$ cat config.mk
export PLATFORM = sky130hd
export DESIGN_NAME = cbrt_dispatcher
export DESIGN_NICKNAME = d
export VERILOG_FILES = /design/src/rtl/cbrt_dispatcher.sv
export SDC_FILE = /design/constraint.sdc
export NUM_CORES = 1
export LEC_CHECK = 0
export BUFFER_PORTS_ARGS = -buffer_cell sky130_fd_sc_hd__buf_2
export CORE_MARGIN = 2
export CORE_UTILIZATION = 53
export CTS_CLUSTER_DIAMETER = 200
export CTS_CLUSTER_SIZE = 24
export DETAILED_ROUTE_END_ITERATION = 6
export PLACE_DENSITY = 0.83
export SLEW_MARGIN = 20
export SYNTH_ARGS = -nofsm -noshare
export SYNTH_HDL_FRONTEND = slang
export SYNTH_SLANG_ARGS = --single-unit
export TNS_END_PERCENT = 30
$ cat constraint.sdc
create_clock -name clk -period 4.6 [get_ports clk]
set_clock_uncertainty 0.1 [all_clocks]
set_input_delay 0.46 -clock clk [delete_from_list [all_inputs] [get_ports clk]]
set_output_delay 0.46 -clock clk [all_outputs]
set_load 0.1 [all_outputs]
$ cat src/rtl/cbrt_dispatcher.sv
// cbrt_dispatcher
//   Stream front-end for the cube-root unit. Operands arrive on a valid/ready
//   input stream and are buffered in a small FIFO. They are issued one at a
//   time to the cube-root unit over its start/busy handshake, and each root is
//   returned with its operand on a valid/ready output stream. A watchdog
//   aborts an operation whose cube-root unit stays busy too long; that result
//   is returned with out_err=1 and out_data=0.
//
// Ports
//   clk, rst          system clock (rising edge); async active-high reset
//   in_valid/ready    operand stream handshake (in_ready = FIFO not full)
//   in_data           8-bit operand
//   out_valid/ready   result stream handshake
//   out_data          3-bit floor cube root, 0 on watchdog abort
//   out_x             operand that produced out_data
//   out_err           result was aborted by the watchdog
//   done_count        results handed off, wraps at 256
//   cbrt_x            operand to the cube-root unit
//   cbrt_start        one-cycle start pulse to the cube-root unit
//   cbrt_busy         cube-root unit busy
//   cbrt_result       cube-root unit result
//
// States
//   IDLE  | waiting for an operand; pops the FIFO head into x_reg
//   ISSUE | cbrt_start asserted for this single cycle; watchdog cleared
//   WAIT  | waiting for busy to drop, or for the watchdog to expire
//   OUT   | result held on the output stream until accepted

module cbrt_dispatcher #(
  parameter int FIFO_DEPTH     = 4,
  parameter int TIMEOUT_CYCLES = 2000
) (
  input  logic       clk,
  input  logic       rst,
  input  logic       in_valid,
  output logic       in_ready,
  input  logic [7:0] in_data,
  output logic       out_valid,
  input  logic       out_ready,
  output logic [2:0] out_data,
  output logic [7:0] out_x,
  output logic       out_err,
  output logic [7:0] done_count,
  output logic [7:0] cbrt_x,
  output logic       cbrt_start,
  input  logic       cbrt_busy,
  input  logic [2:0] cbrt_result
);

  localparam int PW = $clog2(FIFO_DEPTH);
  localparam int CW = PW + 1;
  localparam int TW = $clog2(TIMEOUT_CYCLES + 1);
  localparam logic [TW-1:0] TIMER_LAST = TW'(TIMEOUT_CYCLES - 1);

  typedef enum logic [1:0] {IDLE, ISSUE, WAIT, OUT} state_t;

  state_t          state, state_next;
  logic [7:0]      mem [FIFO_DEPTH];
  logic [PW-1:0]   wr_ptr, rd_ptr;
  logic [CW-1:0]   count;
  logic [7:0]      x_reg;
  logic [TW-1:0]   timer;
  logic            push, pop, empty, full;
  logic            timer_expired;

  assign empty         = (count == '0);
  assign full          = (count == CW'(FIFO_DEPTH));
  assign in_ready      = !full;
  assign push          = in_valid && in_ready;
  assign pop           = (state == IDLE) && !empty;
  assign timer_expired = (timer == TIMER_LAST);
  assign cbrt_x        = x_reg;
  assign cbrt_start    = (state == ISSUE);

  always_ff @(posedge clk or posedge rst) begin
    if (rst) state <= IDLE;
    else     state <= state_next;
  end

  always_comb begin
    state_next = state;
    case (state)
      IDLE:    if (!empty) state_next = ISSUE;
      ISSUE:   state_next = WAIT;
      WAIT:    if (!cbrt_busy || timer_expired) state_next = OUT;
      OUT:     if (out_ready) state_next = IDLE;
      default: state_next = IDLE;
    endcase
  end

  // Storage has no reset; entries are only read after being written.
  always_ff @(posedge clk) begin
    if (push) mem[wr_ptr] <= in_data;
  end

  always_ff @(posedge clk or posedge rst) begin
    if (rst) begin
      wr_ptr <= '0;
      rd_ptr <= '0;
      count  <= '0;
    end else begin
      if (push) wr_ptr <= wr_ptr + PW'(1);
      if (pop)  rd_ptr <= rd_ptr + PW'(1);
      case ({push, pop})
        2'b10:   count <= count + CW'(1);
        2'b01:   count <= count - CW'(1);
        default: count <= count;
      endcase
    end
  end

  always_ff @(posedge clk or posedge rst) begin
    if (rst) begin
      x_reg      <= '0;
      timer      <= '0;
      out_valid  <= 1'b0;
      out_data   <= '0;
      out_x      <= '0;
      out_err    <= 1'b0;
      done_count <= '0;
    end else begin
      case (state)
        IDLE: begin
          if (pop) x_reg <= mem[rd_ptr];
        end
        ISSUE: begin
          timer <= '0;
        end
        WAIT: begin
          if (!cbrt_busy) begin
            out_data  <= cbrt_result;
            out_x     <= x_reg;
            out_err   <= 1'b0;
            out_valid <= 1'b1;
          end else if (timer_expired) begin
            out_data  <= '0;
            out_x     <= x_reg;
            out_err   <= 1'b1;
            out_valid <= 1'b1;
          end else begin
            timer <= timer + TW'(1);
          end
        end
        OUT: begin
          if (out_ready) begin
            out_valid  <= 1'b0;
            done_count <= done_count + 8'd1;
          end
        end
        default: ;
      endcase
    end
  end

endmodule

# [After elaboration in Yosys (flattened, before gate mapping)]
# Memory sizes are Yosys's and may differ from the RTL's. A register that Yosys moved wholly into a read port is not among the register bits.
# Index checks and enable logic that the tools add are counted.
[totals] register_bits=41 ram_bits=32 mem_count=1
[op_classes] n_addsub=6 n_eq_ne=14 n_mux=19 n_reduce_logical=17
[mem_list] name="mem" depth=4 width=8 rd=1 rd_ports_with_merged_regs=1 write_ports=1 line="58" text="logic [7:0] mem [FIFO_DEPTH];"
[ops] cell="two-way mux 11 bit" count=2
[ops] cell="one-hot mux 11 bit (2 select lines)" count=1
[ops] cell="two-way mux 8 bit" count=2
[ops] cell="adder 11 x 1 -> 11 bit (second input constant)" count=1
[ops] cell="== test 11 bit (second input constant)" count=1
[ops] cell="!= test 2 bit (second input constant)" count=5
[ops] cell="AND reduction 3 bit" count=3
[ops] cell="adder 8 x 1 -> 8 bit (second input constant)" count=1
[ops] cell="one-hot mux 2 bit (4 select lines)" count=1
[ops] cell="== test 2 bit (second input constant)" count=3
[ops] cell="two-way mux 1 bit" count=6
[ops] cell="two-way mux 2 bit" count=3
[ops] cell="two-way mux 3 bit" count=2
[ops] cell="one-hot mux 3 bit (2 select lines)" count=1
[ops] cell="AND reduction 2 bit" count=3
[ops] cell="nonzero test 2 bit" count=3
[ops] cell="adder 2 x 1 -> 2 bit (second input constant)" count=2
[ops] cell="== test 2 x 1 -> 1 bit (second input constant)" count=2
[ops] cell="adder 3 x 1 -> 3 bit (second input constant)" count=1
[ops] cell="== test 3 bit (second input constant)" count=1
[ops] cell="logical NOT 1 bit" count=3
[ops] cell="logical NOT 3 bit" count=1
[ops] cell="!= test 3 bit (second input constant)" count=1
[ops] cell="subtractor 3 x 1 -> 3 bit (second input constant)" count=1
[ops] cell="5 further kinds" count=6

# [Depth between registers and ports, before layout]
# Gate-level depths: netlist of run 1.
[depth] depth_word=5 mapped_depth=10 mapped_depth_nobuf=10

# [Worst setup path after synthesis of run 1]
# No wires, ideal clock.
[synth_timing] kind="register to register" start="register count[0]" end="register count[2]" setup_ps=79 arrival_ps=2838 required_time_ps=4421 setup_slack_ps=1583 stages_incl_launch_ff=11 n_path_buf=0 period_less_slack_ps=3017 path_cell_list="dfrtp_1 inv_1 nand3_1 and2_1 inv_1 ha_1 inv_1 fa_1 xor2_1 nor2_1 xor2_1"
[synth_via] elab_chain_len=5
[synth_rtl] element="from (decl)" line="60" text="logic [CW-1:0] count;"
[synth_rtl] element="from (signal assigned)" line="105" text="2'b10: count <= count + CW'(1);"
[synth_rtl] element="from (signal assigned)" line="106" text="2'b01: count <= count - CW'(1);"
[synth_rtl] element="from (signal assigned)" line="107" text="default: count <= count;"
[synth_rtl] element="== test 3 bit (*)" line="67" text="assign full = (count == CW'(FIFO_DEPTH));"
[synth_rtl] element="logical NOT 1 bit (*)" line="68" text="assign in_ready = !full;"
[synth_rtl] element="via in_ready" line="36" text="output logic in_ready,"
[synth_rtl] element="logical AND 1 bit (*)" line="69" text="assign push = in_valid && in_ready;"
[synth_rtl] element="== test 2 x 1 -> 1 bit / == test 2 bit (equally long branches)" line="104" text="case ({push, pop})"
[synth_rtl] element="one-hot mux 3 bit (2 select lines) / nonzero test 2 bit (equally long branches)"
# Mark *: on every way through the listed nets, which the timed path passes. The rest lies on a longest branch.
# A chain may end at the register's enable or synchronous reset.

# [Worst setup path after layout of run 1]
[layout_timing] start="register state[0]" end="register count[2]"
[layout_via] elab_chain_len=4
[layout_rtl] element="from (decl)" line="57" text="state_t state, state_next;"
[layout_rtl] element="from (signal assigned)" line="77" text="else state <= state_next;"
[layout_rtl] element="logical NOT 2 bit (*)" line="70" text="assign pop = (state == IDLE) && !empty;"
[layout_rtl] element="logical AND 1 bit (*)" line="70"
[layout_rtl] element="via pop" line="63" text="logic push, pop, empty, full;"
[layout_rtl] element="== test 2 x 1 -> 1 bit / == test 2 bit (equally long branches)" line="104"
[layout_rtl] element="one-hot mux 3 bit (2 select lines) / nonzero test 2 bit (equally long branches)"
# Marked as above.

==> metrics.cfg, run 1 <==
[synth]
synthFlopType=sky130_fd_sc_hd__dfrtp_1
synthDominantCellAreaShare_pct=34.63
synth_top_area_cells=sky130_fd_sc_hd__dfrtp_1, sky130_fd_sc_hd__edfxtp_1, sky130_fd_sc_hd__mux4_2
syn_area_mm2=0.003541
ys_seq_area_share_pct=61.77
postSynthCellCount=241
postSynthNetCount=269
synth_cell_types=50
syn_avg_cell_area_um2=14.69
asyncSetResetFlopFracSynth_pct=60.49
yosys_warnings=0
post-synth-top-area-cell=sky130_fd_sc_hd__dfrtp_1
ys_ff_latch=81
post_synth_edffs=32

[global_route]
grt_start_max_net_pins=50
grt_util_all_layers_pct=18.43
grt_first_pass_wirelength_um=10290
grt_remaining_overflow=0
vias_in_the_first_global_route=2131
grt_antenna_before_repair=0

[drt]
dr.pass1.iters=6
route.detailed.drc=4
initialDrtViolationCount=180
routed_wirelength_um=6298
dr_total_vias=2129
vias_per_cell=5.693
final_antenna_net_count=0
routedWlPerCell_um=16.84

[critical_path]
timing.reg2reg.worst_path_depth=10
worst_r2r_endpoint=count[2]$_DFFE_PP0P_
critical-path-max-stage-delay_ps=430
arrival_ps=2450
worst_r2r_startpoint=state[0]$_DFFE_PP0P_
critical_path.max_fanout=10
crit_buf_inv=3
worstPathRequired_ps=4780
critPathCaptureType=flip-flop
critPathTopFamily=adder cells
cp-start-kind=flip-flop
critical_path.cell_chain=inv_1 -> ha_1 -> nand2b_1 -> inv_2 -> ha_1 -> inv_1 -> fa_1 -> xor2_1 -> nor2_1 -> xor2_1
timing.critical_path.from=state[0]$_DFFE_PP0P_
reg2reg_slack_ps=2330
worst-setup-path-type=reg -> reg
slowest_stage=sky130_fd_sc_hd__dfrtp_1

[layout]
mostFrequentLayoutCell=sky130_fd_sc_hd__dfrtp_1
commonest_cells_after_routing_fill_and_taps_aside=sky130_fd_sc_hd__dfrtp_1, sky130_fd_sc_hd__buf_2, sky130_fd_sc_hd__edfxtp_1
layout_cell_share_with_drive_strength_beyond_1_pct=34.01
fin_area_mm2=0.004015
final_nets=320
antennaDiodeCount=0
syn_to_final_growth_pct=13.39

[cts]
worst_skew_pair.late_latency_ps=350
cts_buffers=9
post_cts_buffers=0
worst_setup_hold_path_clk_slew_ps=90
clock_path_buffers=2
ctsResizeCount=0
ctsRootBufferMaster=sky130_fd_sc_hd__clkbuf_8
cts-hold-fix-buffers=0
cts_htree_levels=3
cts.sink_count=81
cts_tree=yes

[outcome]
violated_checks=design-rule violations
status=finished, violations left

[die]
die_w_um=85.74
boundaryPins=47
effective_utilization_at_floorplan_pct=55.13
fp.dieH_um=85.74
die_area_mm2=0.007350
fp.coreArea_mm2=0.006422
std_cell_rows=29

[timing]
finalSetupViolCount=0
clock.fmax_mhz=440.5
unrepaired_setup_endpoints_after_global_routing=false
final-max-slew-violation-count=0
worst_pin_slew_ps=823.4
hold_viol=0
final_period_minus_worst_setup_slack_ps=2270
slew_headroom_pct=45.04
final.setup.tns_ps=0
worst_hold_slack_ps=128.2
timing.final.crit_share_pct=49.36

[run]
maxCapViolCount=0

[placed_design]
portBuffers=46
dpl.hpwl_um=4364
post_dp_cell_area_mm2=0.003826
gpl.final_weighted_congestion=0.8757

[min_path]
worstHoldPathType=in -> async

==> synth_stat cells (2+ instances only) <==
cell / instances
sky130_fd_sc_hd__ha_1: 11
sky130_fd_sc_hd__and4_1: 2
sky130_fd_sc_hd__and3_1: 6
sky130_fd_sc_hd__buf_2: 3
sky130_fd_sc_hd__nand3_1: 7
sky130_fd_sc_hd__nor3_1: 4
sky130_fd_sc_hd__mux2_4: 7
sky130_fd_sc_hd__buf_6: 2
sky130_fd_sc_hd__a41oi_1: 2
sky130_fd_sc_hd__a22o_2: 3
sky130_fd_sc_hd__edfxtp_1: 32
sky130_fd_sc_hd__xnor2_1: 8
sky130_fd_sc_hd__o21ai_0: 5
sky130_fd_sc_hd__inv_1: 11
sky130_fd_sc_hd__mux4_2: 8
sky130_fd_sc_hd__nand2_1: 15
sky130_fd_sc_hd__o2bb2ai_1: 2
sky130_fd_sc_hd__mux2_2: 12
sky130_fd_sc_hd__dfrtp_1: 49
sky130_fd_sc_hd__nand4_1: 3
sky130_fd_sc_hd__xor2_1: 5
sky130_fd_sc_hd__nand2b_1: 4
sky130_fd_sc_hd__a31oi_1: 6
sky130_fd_sc_hd__nor2_1: 8
==> per-stage QoR <==
step                util [%]  setup slack, ps  std cells
floorplan                  -             1583        241
detailed placement     59.58             2312        358
global route           62.52             2157        374
CTS                    62.50             2327        374
global placement       59.58             2450        358
finish                 62.52             2330        374
==> how the worst max path moves through the flow <==
stage                     depth (start not counted)  slack (ps)              endpoint
after floorplan                                  10        1580  count[2]$_DFFE_PP0P_
after global placement                           10        2450  count[2]$_DFFE_PP0P_
after detailed placement                         10        2310  count[2]$_DFFE_PP0P_
after CTS                                        10        2330  count[2]$_DFFE_PP0P_
after global routing                              6        2160  timer[6]$_DFFE_PP0P_
final                                            10        2330  count[2]$_DFFE_PP0P_
==> cell families after synthesis <==
family                   Yosys count  share of synthesized area, %
AO/OA/AOI/OAI                     32                         7.668
multiplexers                      28                         12.16
flip-flops                        81                         61.77
buffers and inverters             19                         2.544
XOR/XNOR                          13                         3.216
adder cells (fa/ha/maj)           12                         4.452
AND/OR/NAND/NOR                   56                         8.198
==> per-layer routing <==
| layer | GRT usage, % | routed length (um) | up-vias |
|---|---|---|---|
| met5 | 0 | 0 | - |
| met4 | 7.071 | 51 | 0 |
| met3 | 5.679 | 380 | 4 |
| met2 | 28.13 | 3021 | 78 |
| met1 | 25.10 | 2846 | 1053 |
| li1 | - | - | 994 |
==> cell type report <==
type	count	area, um^2
tap	77	96.34
inverter	13	50.05
timing repair buffer	46	230.2
clock buffer	10	137.6
sequential	81	2187
fill	464	2407
multi-input combinational	141	1264
clock inverter	6	50.05
==> state kept, by name, indices dropped and copies added (netlist names), 3 cells and up <==
register and flops:
mem 32, timer 11, cbrt_x 8, done_count 8
out_x 8, count 3, out_data 3
Power of run 1 is not shown: default switching activity piles up to over one toggle a cycle in this logic, so the estimate is an artifact.
==> inputs of run 2 (changes only) <==
Settings changed: CORE_UTILIZATION 53 to 51, PLACE_DENSITY 0.83 to 0.84.
Clock period 4.6 ns to 2 ns, I/O delays scaled along.
==> metrics.cfg, run 2 (synthesis results as in run 1) <==
[outcome]
status=completed

[layout]
syn_to_final_growth_pct=25.55
mostFrequentLayoutCell=sky130_fd_sc_hd__dfrtp_1
largest_register_ff_count=32
antennaDiodeCount=0
layout_cell_share_with_drive_strength_beyond_1_pct=41.74
commonest_cells_after_routing_fill_and_taps_aside=sky130_fd_sc_hd__dfrtp_1, sky130_fd_sc_hd__buf_2, sky130_fd_sc_hd__edfxtp_1
final-instance-count-excl-fill=413
largest_registers=mem (32), timer (11)
max_flop_register=mem
final_nets=356

[critical_path]
reg2reg_slack_ps=20
critical_path.cell_chain=buf_4 -> nor3_2 -> nand2b_4 -> inv_4 -> ha_4 -> inv_2 -> fa_2 -> xor2_1 -> nor2_1 -> xor2_1
arrival_ps=2120
slowest_stage=sky130_fd_sc_hd__dfrtp_1
critPathCaptureType=flip-flop
crit_buf_inv=3
worst-setup-path-type=reg -> reg
critical_path.most_common_cell=sky130_fd_sc_hd__xor2_1
critical-path-max-stage-delay_ps=420
timing.reg2reg.worst_path_depth=10
cp-start-kind=flip-flop
worstPathRequired_ps=2140
worst_r2r_endpoint=count[2]$_DFFE_PP0P_
worst_r2r_startpoint=count[0]$_DFFE_PP0P_
critPathTopFamily=simple AND/OR/NAND/NOR gates
critical_path_depth=10
critical_path.max_fanout=3

[cts]
worst_setup_hold_path_clk_slew_ps=90
cts_htree_levels=3
cts_buffers=9
cts_tree=yes
ctsRootBufferMaster=sky130_fd_sc_hd__clkbuf_8
worst_skew_pair.late_latency_ps=350
clock_path_buffers=2
cts.sink_count=81

[timing]
slew_headroom_pct=57.27
final_period_minus_worst_setup_slack_ps=1979
worst_pin_slew_ps=640.0
timing.final.crit_share_pct=98.96
hold_viol=0
finalSetupViolCount=0
final-max-slew-violation-count=0
unrepaired_setup_endpoints_after_global_routing=true
clock.fmax_mhz=505.3

[global_route]
grt_remaining_overflow=0
use_met2_pct=31.20
grtUsageMet1_pct=26.07
global_route.usage.met3_pct=5.024
vias_in_the_first_global_route=2332
grt_start_max_net_pins=33
grt_first_pass_wirelength_um=11270
grt_antenna_before_repair=0
globalRoute.busiestLayer=met2
grt_util_all_layers_pct=19.46

[drt]
initialDrtViolationCount=113
routedWlPerCell_um=17.25
vias_per_cell=5.574
final_antenna_net_count=0
dr.pass1.iters=4
dr_total_vias=2302
route.detailed.drc=0
routed_wirelength_um=7125

[die]
fp.coreArea_mm2=0.006756
fp.dieH_um=87.33
die_w_um=87.33
std_cell_rows=30
effective_utilization_at_floorplan_pct=52.41
boundaryPins=47
die_area_mm2=0.007626

[placed_design]
portBuffers=46
dpl.hpwl_um=4766
placed_cells_incl_taps=377
gpl.final_weighted_congestion=0.8408

[min_path]
hold_depth=3
worstHoldPathType=in -> reg
whs_endpoint=done_count[2]$_DFFE_PP0P_
hold_path.startpoint=out_ready

[run]
maxCapViolCount=0

## run 2: routing by layer
layer  share of wire (%)  up-vias
met4                 1.5        0
met1                  44     1162
met2                  51       55
met5                   0        -
li1                    -     1074
met3                 3.7       11
## run 2: repair_timing
action / CTS / global route
pin swaps: 1 / 5
hold buffers: 12 / 0
resized for setup: 3 / 8
endpoints found under the hold margin: 65 / 0
endpoints found under the setup margin: 1 / 16
setup buffers: 1 / 7
## run 2: worst max-delay path by stage
stage / start / endpoint / slack [ps]
finish: count[0]$_DFFE_PP0P_ / count[2]$_DFFE_PP0P_ / 20
global route: count[0]$_DFFE_PP0P_ / count[2]$_DFFE_PP0P_ / -120
CTS: count[0]$_DFFE_PP0P_ / count[2]$_DFFE_PP0P_ / 10
detailed placement: state[1]$_DFFE_PP0P_ / count[2]$_DFFE_PP0P_ / -10
global placement: state[1]$_DFFE_PP0P_ / count[2]$_DFFE_PP0P_ / 80
floorplan: count[0]$_DFFE_PP0P_ / count[2]$_DFFE_PP0P_ / -200
## run 2: per-stage QoR
| stage | util [%] | hold WS [ps] | area [um^2] | TNS (ps) | setup WS [ps] |
|---|---|---|---|---|---|
| 6_report | 65.80 | 96.77 | 4446 | 0 | 20.82 |
| 2_1_floorplan | - | 198.9 | 3571 | -280.8 | -200.7 |
| 3_5_place_dp | 58.91 | 225.5 | 3980 | -13.94 | -13.94 |
| 4_1_cts | 64.35 | 86.11 | 4348 | 0 | 9.625 |
| 5_1_grt | 65.80 | 110.7 | 4446 | -206.0 | -123.3 |
| 3_3_place_gp | 58.91 | 225.9 | 3980 | 0 | 77.82 |
## run 2: worst min-delay path, cell delays in order
cell	delay (ps)
sky130_fd_sc_hd__buf_2	120
sky130_fd_sc_hd__nand3_1	120
sky130_fd_sc_hd__xnor2_1	80
## run 2: layout make-up
type / instances / area, um^2
Clock buffer: 9 / 123.9
Clock inverter: 7 / 106.4
Fill cell: 454 / 2311
Inverter: 13 / 51.30
Multi-Input combinational cell: 141 / 1346
Sequential cell: 81 / 2187
Tap cell: 80 / 100.1
Timing Repair Buffer: 82 / 530.5
Power of run 2 is left out for the same reason.
